`config.mk`:
```
export PLATFORM = sky130hd
export DESIGN_NAME = doodle_motion_ctrl
export DESIGN_NICKNAME = d
export VERILOG_FILES = /design/src/rtl/doodle_motion_ctrl.sv
export SDC_FILE = /design/constraint.sdc
export NUM_CORES = 1
export LEC_CHECK = 0
export ABC_AREA = 1
export BUFFER_PORTS_ARGS = -buffer_cell sky130_fd_sc_hd__buf_2
export CAP_MARGIN = 30
export CORE_MARGIN = 4
export CORE_UTILIZATION = 49
export DETAILED_ROUTE_END_ITERATION = 8
export PLACE_DENSITY = 0.69
export SLEW_MARGIN = 10
export SYNTH_ARGS = -nofsm -noshare
export SYNTH_HDL_FRONTEND = slang
export SYNTH_SLANG_ARGS = --single-unit
```
`constraint.sdc`:
```
create_clock -name clk -period 11.4 [get_ports clk]
set_input_delay 1.14 -clock clk [delete_from_list [all_inputs] [get_ports clk]]
set_output_delay 1.14 -clock clk [all_outputs]
set_load 0.01 [all_outputs]
```
`src/rtl/doodle_motion_ctrl.sv`:
```
// Per-frame vertical motion sequencer for the doodle: jump/fall physics,
// scroll hand-off above the scroll line, and game-over detection.
module doodle_motion_ctrl #(
    parameter int unsigned START_Y       = 400,
    parameter int unsigned JUMP_V        = 12,
    parameter int unsigned GRAVITY       = 1,
    parameter int unsigned MAX_FALL      = 12,
    parameter int unsigned SCROLL_LINE   = 200,
    parameter int unsigned SCREEN_BOTTOM = 515
) (
    input  logic        clk,
    input  logic        rst_n,
    input  logic        frame_tick,
    input  logic        start,
    input  logic        on_platform,
    output logic [9:0]  doodle_y,
    output logic [9:0]  scroll_offset,
    output logic [15:0] score,
    output logic        falling,
    output logic        game_over,
    output logic        update_done
);

    localparam logic [10:0] START_W  = 11'(START_Y);
    localparam logic [10:0] SCROLL_W = 11'(SCROLL_LINE);
    localparam logic [10:0] BOTTOM_W = 11'(SCREEN_BOTTOM);
    localparam logic [5:0]  JUMP_W   = 6'(JUMP_V);
    localparam logic [5:0]  GRAV_W   = 6'(GRAVITY);
    localparam logic [5:0]  MAXF_W   = 6'(MAX_FALL);

    typedef enum logic [1:0] {
        S_IDLE,
        S_RISE,
        S_FALL,
        S_OVER
    } state_e;

    state_e      state_q, state_d;
    logic [9:0]  y_q, y_d;
    logic [5:0]  vel_q, vel_d;
    logic [9:0]  off_q, off_d;
    logic [15:0] score_q, score_d;
    logic        done_q, done_d;
    logic        falling_q, over_q;

    logic [10:0] y_up, y_dn, excess;
    logic [16:0] score_sum;
    logic [6:0]  vel_inc;
    logic        stays_below_line;

    // 11-bit intermediates: bit 10 of y_up flags an underflow past row 0
    always_comb begin
        y_up             = {1'b0, y_q} - {5'd0, vel_q};
        y_dn             = {1'b0, y_q} + {5'd0, vel_q};
        stays_below_line = !y_up[10] && (y_up >= SCROLL_W);
        excess           = SCROLL_W - y_up;
        score_sum        = {1'b0, score_q} + {6'd0, excess};
        vel_inc          = {1'b0, vel_q} + {1'b0, GRAV_W};
    end

    always_comb begin
        state_d = state_q;
        y_d     = y_q;
        vel_d   = vel_q;
        off_d   = off_q;
        score_d = score_q;
        done_d  = 1'b0;
        unique case (state_q)
            S_IDLE: begin
                y_d   = START_W[9:0];
                vel_d = 6'd0;
                if (start) begin
                    state_d = S_RISE;
                    vel_d   = JUMP_W;
                    off_d   = 10'd0;
                    score_d = 16'd0;
                end
            end
            S_RISE: begin
                if (frame_tick) begin
                    done_d = 1'b1;
                    if (stays_below_line) begin
                        y_d = y_up[9:0];
                    end else begin
                        y_d     = SCROLL_W[9:0];
                        off_d   = off_q + excess[9:0];
                        score_d = score_sum[16] ? 16'hFFFF
                                                : score_sum[15:0];
                    end
                    if (vel_q <= GRAV_W) begin
                        state_d = S_FALL;
                        vel_d   = 6'd0;
                    end else begin
                        vel_d = vel_q - GRAV_W;
                    end
                end
            end
            S_FALL: begin
                if (frame_tick) begin
                    done_d = 1'b1;
                    if (on_platform) begin
                        state_d = S_RISE;
                        vel_d   = JUMP_W;
                    end else if (y_dn > BOTTOM_W) begin
                        state_d = S_OVER;
                        y_d     = BOTTOM_W[9:0];
                    end else begin
                        y_d   = y_dn[9:0];
                        vel_d = (vel_inc > {1'b0, MAXF_W}) ? MAXF_W
                                                           : vel_inc[5:0];
                    end
                end
            end
            S_OVER: begin
                if (start) begin
                    state_d = S_IDLE;
                    y_d     = START_W[9:0];
                    vel_d   = 6'd0;
                end
            end
        endcase
    end

    always_ff @(posedge clk) begin
        if (!rst_n) begin
            state_q   <= S_IDLE;
            y_q       <= START_W[9:0];
            vel_q     <= 6'd0;
            off_q     <= 10'd0;
            score_q   <= 16'd0;
            done_q    <= 1'b0;
            falling_q <= 1'b0;
            over_q    <= 1'b0;
        end else begin
            state_q   <= state_d;
            y_q       <= y_d;
            vel_q     <= vel_d;
            off_q     <= off_d;
            score_q   <= score_d;
            done_q    <= done_d;
            falling_q <= (state_d == S_FALL);
            over_q    <= (state_d == S_OVER);
        end
    end

    assign doodle_y      = y_q;
    assign scroll_offset = off_q;
    assign score         = score_q;
    assign falling       = falling_q;
    assign game_over     = over_q;
    assign update_done   = done_q;

endmodule

```
# Word-level counts from Yosys, hierarchy flattened
# Index checks and enable logic that the tools add are counted.
[op_classes]
addsub = 7
n_lt_le_gt_ge = 4
n_eq_ne = 12
n_mux = 34
n_reduce_logical = 9
[op_table]
columns = ["cell", "n"]
rows = [
  ["$mux W10", 9],
  ["$mux W16", 4],
  ["$mux W6", 7],
  ["$pmux W10 S4", 1],
  ["$pmux W16 S2", 1],
  ["$pmux W6 S4", 1],
  ["$pmux W10 S2", 1],
  ["$add A16 B11 Y17", 1],
  ["$mux W2", 7],
  ["$ne A2 B2 Y1 const B", 6],
  ["$reduce_and A4 Y1", 3],
  ["$add A10 B6 Y11", 1],
  ["$ge A11 B8 Y1 const B", 1],
  ["$gt A11 B10 Y1 const B", 1],
  ["$sub A10 B6 Y11", 1],
  ["$sub A8 B11 Y11 const A", 1],
  ["$add A10 B10 Y10", 1],
  ["$eq A2 B2 Y1 const B", 4],
  ["$pmux W2 S4", 1],
  ["$add A6 B1 Y7 const B", 1],
  ["$gt A7 B4 Y1 const B", 1],
  ["$le A6 B1 Y1 const B", 1],
  ["$sub A6 B1 Y6 const B", 1],
  ["$mux W4", 1],
  ["other kinds (9)", 9],
]
[totals]
ff_bits = 47
in_bits = 5
output_inout_bits = 39
word_cells = 74

# Logic depth before layout (Yosys ltp)
# Gate-level depths: netlist (run 1).
[depth]
depth_word = 7
mapped_depth = 27
depth_no_buf = 26

# Least setup slack after synthesis (run 1)
# OpenSTA, ideal clock, no wires.
[synth_timing]
path_type = "register to register"
startpoint = "register y_q[0], in the netlist doodle_y[0]"
endpoint = "register score_q[10], in the netlist score[10]"
setup_time_ps = 138
t_arrival_ps = 3533
required_time_ps = 11262
path_slack_ps = 7730
path_stages_with_launch = 23
path_buffers = 1
period_less_slack_ps = 3670
cell_sequence = "dfxtp_1 > inv_1 > ha_1 > fa_1 > inv_1 > nand3_2 > nand2_2 > xor2_4 > inv_1 > nor2_1 > inv_1 > o21ai_0 > xor2_1 > ha_1 > nand2_1 > nor2_1 > nand3_1 > o2111ai_1 > nand3_1 > clkbuf_1 > nand3_1 > nand2_1 > a21oi_2"
[synth_between]
elab_chain_len = 7
elab_cells_between_ends = 12
cone_classes = "add/sub: 3; order compare: 1; eq/ne: 1; mux: 4; reduce/logical: 3"
[synth_rtl]
columns = ["element", "line_no", "rtl"]
rows = [
  ["from (decl)", "39", "logic [9:0] y_q, y_d;"],
  ["from (signal assigned)", "127", "y_q <= START_W[9:0];"],
  ["from (signal assigned)", "136", "y_q <= y_d;"],
  ["$sub A10 B6 Y11 (*)", "53", "y_up = {1'b0, y_q} - {5'd0, vel_q};"],
  ["$sub A8 B11 Y11", "56", "excess = SCROLL_W - y_up;"],
  ["$add A16 B11 Y17", "57", "score_sum = {1'b0, score_q} + {6'd0, excess};"],
  ["$mux W16", "87", "score_d = score_sum[16] ? 16'hFFFF"],
  ["$mux W16", "82", "if (stays_below_line) begin"],
  ["$mux W16", "80", "if (frame_tick) begin"],
  ["$pmux W16 S2", "68", "unique case (state_q)"],
  ["to (signal assigned)", "139", "score_q <= score_d;"],
  ["to (decl)", "42", "logic [15:0] score_q, score_d;"],
]
# Mark *: on every way between the ends. The rest lies on a longest branch, timed or not. The select of a mux whose other input is x is not followed.
# A chain may end at the register's enable or synchronous reset.

# Final worst setup path (run 1)
[layout_timing]
startpoint = "register y_q[0], in the netlist doodle_y[0]"
endpoint = "register score_q[2], in the netlist score[2]"
# The elaborated chain is that of the path after synthesis.

==> impl_metrics.toml, run 1 <==
[run_status]
outcome = "finished clean"

[final_layout]
final_cell_area_um2 = 4833
area_delta_synth_final_pct = 7.695
drive_above_1_share_pct = 16.60
antenna_cells = 0
instances_no_fill = 825
final_common_cell = "nand2_1"
finalNetCount = 765
layout_common_cells = "nand2_1 (198), inv_1 (76), nand3_1 (53)"

[sta]
holdWs_ns = 0.4879
setup_viol = 0
relSlewSlack_pct = 41.10
worst_slew_pin_slew_ns = 0.8822
tns_ns = 0
slew_violations = 0
rsz0062_at_grt = "no"
finClkSkew_ns = 0.004660
fmax_mhz = 235.1
period_minus_slack_ns = 4.254
period_share_pct = 37.31
hold_viol_final = 0

[detailed_routing]
drtPass1Iterations = 4
post_drt_wl_per_cell_um = 14.25
num_vias = 4479
totalWireLength_um = 11760
drc = 0
ant_nets = 0
vias_per_cell = 5.429
first_iter_violations = 196

[placed_design]
place_congestion = 0.9514
place_area_um2 = 4738
port_buffers = 43
hpwl_um = 9222
dp_cells = 817

[logic_synthesis]
synth-seq-cells = 47
synth_edf_count = 0
synth_top_cell_area_share_pct = 20.96
synth_warnings = 0
syn-cell-area_um2 = 4488
synth_area_leaders = "dfxtp_1 (21%), nand2_1 (17%), ha_1 (11%)"
ys.flop_type = "dfxtp_1"
yosysUniqueCellTypes = 47
ys_seq_area_share_pct = 20.96
syn_area_per_cell_um2 = 6.581
syn_nets = 731
synthArstFlopShare_pct = 0
syn-instance-count = 682
yosys.area.top_type = "dfxtp_1"

[die]
die_area_um2 = 10750
die_w_um = 103.7
die_h_um = 103.7
core_um2 = 8806
io_pins = 44
num_rows = 34
initial_core_util_pct = 50.97

[clock_network]
ctsResizeCount = 0
htreeDepth = 2
cts_hold_buffers = 0
worstSkewPairLatency_ns = 0.31
cts_tree = "done"
cts_num_sinks = 47
root_buffer = "clkbuf_8"
cts_inserted_buffers = 5
clkTransAtPathRegs_ns = 0.10
clockBufferDepth = 2
cts_setup_buffers = 0

[grt]
grt_pass1_wl_um = 19570
grt_start_max_net_pins = 38
antenna_found_initial = 0
track_usage_pct = 21.59
grt_overflow = 0
grt_pass1_vias = 4221

[power_and_ir_drop]
power.density_nw_per_um2 = 350.8
p_leak_nw = 2.458
ir_drop_mv = 0.1511
power.total_w = 0.001696

[worst_setup_path]
end_kind = "flip-flop"
crit_type = "reg -> reg"
crit_fanout = 14
worst_setup_path_start_kind = "flip-flop"
crit_required_ns = 11.63
arrival_ns = 4.49

[job]
maxCapViolations = 0

[min_path]
hold_path.class = "reg -> reg"
## worst max-delay path: stages, from the launching register on
cell and delay, ns:
dfxtp_1 0.38, inv_1 0.06, ha_1 0.23, fa_1 0.40, inv_1 0.09, nand3_2 0.07
nand2_2 0.18, xor2_4 0.23, inv_1 0.08, nor2_1 0.11, inv_1 0.05, o21ai_0 0.25
xor2_1 0.17, ha_1 0.40, nand2_1 0.10, nor2_1 0.16, nand3_1 0.10, o2111ai_1 0.16
nand3_1 0.49, o21ai_0 0.23, nand2_1 0.10, a21oi_2 0.16
## report_power, final
| group | switching, W | internal (W) |
|---|---|---|
| Sequential | 0.0000413 | 0.000196 |
| Clock | 0.0000632 | 0.0000499 |
| Combinational | 0.000870 | 0.000476 |
| Total | 0.000974 | 0.000722 |
## area by class of cell
cell class / instances / area (um2)
flip-flops and latches: 47 / 940.9
repair buffers: 44 / 222.7
clock inverters: 1 / 8.758
inverters: 79 / 301.5
fillers: 891 / 3973
clock buffers: 7 / 86.33
well taps: 108 / 135.1
multi-input cells: 539 / 3138
## logic make-up after synthesis
family,synth area share [%]
adders and majority gates,12.94
xor gates and xnor gates,5.102
DFF,20.96
buffers and inverters,9.116
AOI/OAI and AO/OA,15.08
and+or+nand+nor,36.80
## path summary, 6_finish.rpt
kind                      end        startpoint  cells past startpoint  slack [ns]
max                  score[2]       doodle_y[0]                     21        7.15
min          scroll_offset[0]  scroll_offset[0]                      2        0.49
max reg2reg          score[2]       doodle_y[0]                     21        7.15
min reg2reg  scroll_offset[0]  scroll_offset[0]                      2        0.49
## synthesized netlist by cell type, types with 3 or more instances
library cell	number
a21oi_1	43
a21oi_2	22
a31oi_1	3
buf_2	4
clkbuf_1	7
dfxtp_1	47
fa_1	4
ha_1	40
inv_1	76
nand2_1	198
nand2_2	14
nand2_4	3
nand3_1	53
nand3_2	9
nand4_1	8
nor2_1	52
nor2_2	3
nor3_1	5
o211ai_1	3
o21ai_0	29
or2_2	8
xnor2_1	12
xor2_1	11
## routing by layer
layer / routed length [um] / part of all wire (%) / global-route usage, %
met5: 0 / 0 / 0
met4: 213 / 1.8 / 5.603
met3: 632 / 5.4 / 2.861
met2: 5348 / 45 / 36.50
met1: 5563 / 47 / 29.09
## flip-flops by register name, indices dropped and copies added, names as in the netlist
name / count
score: 16
doodle_y: 10
scroll_offset: 10
vel_q: 6
state_q: 2
falling: 1
game_over: 1
update_done: 1
## through the flow
| step | setup WS (ns) | util (%) |
|---|---|---|
| 2_1_floorplan | 7.730 | - |
| 3_3_place_gp | 7.274 | 53.81 |
| 3_5_place_dp | 7.167 | 53.81 |
| 4_1_cts | 7.142 | 54.89 |
| 5_1_grt | 6.720 | 54.89 |
| 6_report | 7.146 | 54.89 |
(Power assumes the default switching activity.)
==> inputs of run 2 (changes only) <==
==> constraint.sdc (replaced) <==
create_clock -name clk -period 4.4 [get_ports clk]
set_input_delay 0.44 -clock clk [delete_from_list [all_inputs] [get_ports clk]]
set_output_delay 0.44 -clock clk [all_outputs]
set_load 0.01 [all_outputs]
==> run 2 against run 1 <==
  * Via count is 0.98% higher
  * Register-to-register slack got worse by 6.8 ns
  * Design area up 0.75%
  * Worst hold slack worse by 0.070 ns
  * Largest power group unchanged
  * Clock skew grew 0.0031 ns
  * Sequential share of layout area down 0.12 points
  * Global-route usage fell by 0.25 points
  * Power increased to 2.6 times the previous value
==> impl_metrics.toml, run 2 (synthesis gave the netlist of run 1 again) <==
[final_layout]
seq_area_um2 = 942.2
antenna_cells = 0
fillers = 881
drive_above_1_share_pct = 17.22
largest_reg_flops = 16
finalNetCount = 768
final_common_cell = "nand2_1"
area_delta_synth_final_pct = 8.503
layout_common_cells = "nand2_1 (198), inv_1 (76), nand3_1 (52), nor2_1 (52), dfxtp_1 (46)"
multiInputGateArea_um2 = 3151

[clock_network]
worstSkewPairLatency_ns = 0.31
cts_tree = "done"
cts_hold_buffers = 0
cts_inserted_buffers = 5
clkTransAtPathRegs_ns = 0.10
htreeDepth = 2
root_buffer = "clkbuf_8"
cts_num_sinks = 47
clockBufferDepth = 2

[sta]
fin_ws_ns = 0.3795
hold_viol_final = 0
fmax_mhz = 248.7
period_share_pct = 91.37
relSlewSlack_pct = 39.17
tns_ns = 0
setup_viol = 0
worst_slew_pin_slew_ns = 0.9111
period_minus_slack_ns = 4.020
rsz0062_at_grt = "no"
slew_violations = 0
finClkSkew_ns = 0.007775

[detailed_routing]
num_vias = 4523
totalWireLength_um = 11800
drc = 0
vias_per_cell = 5.463
drtPass1Iterations = 5
ant_nets = 0
first_iter_violations = 180
post_drt_wl_per_cell_um = 14.25

[worst_setup_path]
cp_common_cell = "inv_1"
crit_required_ns = 4.57
critical_path_buf_inv_count = 4
crit_fanout = 14
crit_family = "adder cells"
path_cells = "inv_1 -> ha_1 -> fa_1 -> inv_1 -> nand3_2 -> nand2_2 -> xor2_4 -> inv_1 -> nor2_1 -> inv_1 -> o21ai_0 -> xor2_1 -> ha_1 -> nand2_1 -> nor2_1 -> nand3_1 -> o2111ai_1 -> nand3_4 -> nand2_1 -> o21ai_0 -> a21oi_2"
arrival_ns = 4.19
crit_type = "reg -> reg"
worst_setup_path_start_kind = "flip-flop"
slowest_stage = "fa_1"
end_kind = "flip-flop"
max_stage_delay_ns = 0.39

[min_path]
hold_path.class = "in -> reg"

[die]
initial_core_util_pct = 50.97
die_w_um = 103.7
die_area_um2 = 10750
io_pins = 44
core_um2 = 8806
die_h_um = 103.7
num_rows = 34

[grt]
met3_usage_pct = 2.612
grt_overflow = 0
antenna_found_initial = 0
grt_pass1_wl_um = 19440
grt_pass1_vias = 4095
met1_usage_pct = 29.96
grt_util_met2_pct = 34.72
grt_start_max_net_pins = 38
track_usage_pct = 21.34
global_route.peak_usage_layer = "met2"

[placed_design]
port_buffers = 43
dp_slack_ns = 0.2133
hpwl_um = 9159
place_congestion = 0.9697

[power_and_ir_drop]
p_sw_share_pct = 57.23
ir_drop_mv = 0.4248
power_frac_seq_pct = 13.7
power.total_w = 0.004427
p_leak_nw = 2.474
clkPwrFrac_pct = 6.7
p_int_w = 0.001893
net-switching-power_w = 0.002533
combPwrFrac_pct = 79.6
power.density_nw_per_um2 = 909.0

[job]
maxCapViolations = 0

[run_status]
outcome = "finished clean"
[run 2: cell types whose count changed in the layout (fill, tap and decap cells not counted), sizes merged]
cell / previous run / this run
buf: 44 / 47
[run 2: worst paths after layout]
kind / cells past startpoint / start / slack [ns] / endpoint
worst max-delay path: 21 / doodle_y[0] / 0.38 / score[14]
worst min-delay path: 3 / frame_tick / 0.42 / update_done
worst max register to register: 21 / doodle_y[0] / 0.38 / score[14]
worst min register to register: 2 / scroll_offset[0] / 0.49 / scroll_offset[0]
[run 2: tightest hold or removal path: stages]
cell and delay [ns]:
buf_2 0.12, inv_1 0.07, nor3_1 0.05
[run 2: layer usage]
metal / wire length (um) / part of all wire [%] / vias up
li1: - / - / 2291
met1: 5585 / 47 / 2059
met2: 5268 / 45 / 154
met3: 726 / 6.2 / 19
met4: 220 / 1.9 / 0
met5: 0 / 0 / -
[run 2: per-stage QoR]
| step | cells | util [%] | hold slack (ns) | area, um2 |
|---|---|---|---|---|
| finish | 828 | 55.30 | 0.4177 | 4870 |
| global route | 828 | 55.30 | 0.4219 | 4870 |
| CTS | 828 | 55.14 | 0.4164 | 4856 |
| detailed placement | 820 | 54.06 | 0.4760 | 4761 |
| global placement | 820 | 54.06 | 0.4699 | 4761 |
| floorplan | 682 | - | 0.4983 | 4488 |
[run 2: power groups by stage]
stage | Clock (W) | Combinational, W | Sequential (W)
3_5_place_dp | 0 | 0.00346 | 0.000615
2_1_floorplan | 0 | 0.00273 | 0.000613
4_1_cts | 0.000302 | 0.00347 | 0.000606
3_3_place_gp | 0 | 0.00341 | 0.000611
6_report | 0.000295 | 0.00352 | 0.000608
5_1_grt | 0.000319 | 0.00392 | 0.000623
[run 2: cell type report]
type / instances / share of cell area (%)
well taps: 108 / 2.775
clock inverters: 1 / 0.1799
multi-input cells: 539 / 64.70
clock buffers: 7 / 1.773
inverters: 79 / 6.192
flip-flops and latches: 47 / 19.35
repair buffers: 47 / 5.036
[run 2: what timing repair did]
| item | 4_1_cts | 5_1_grt |
|---|---|---|
| resized for setup | 0 | 3 |
| endpoints found under the hold margin | 0 | 0 |
| setup buffers | 0 | 0 |
| setup endpoints to repair | 0 | 14 |
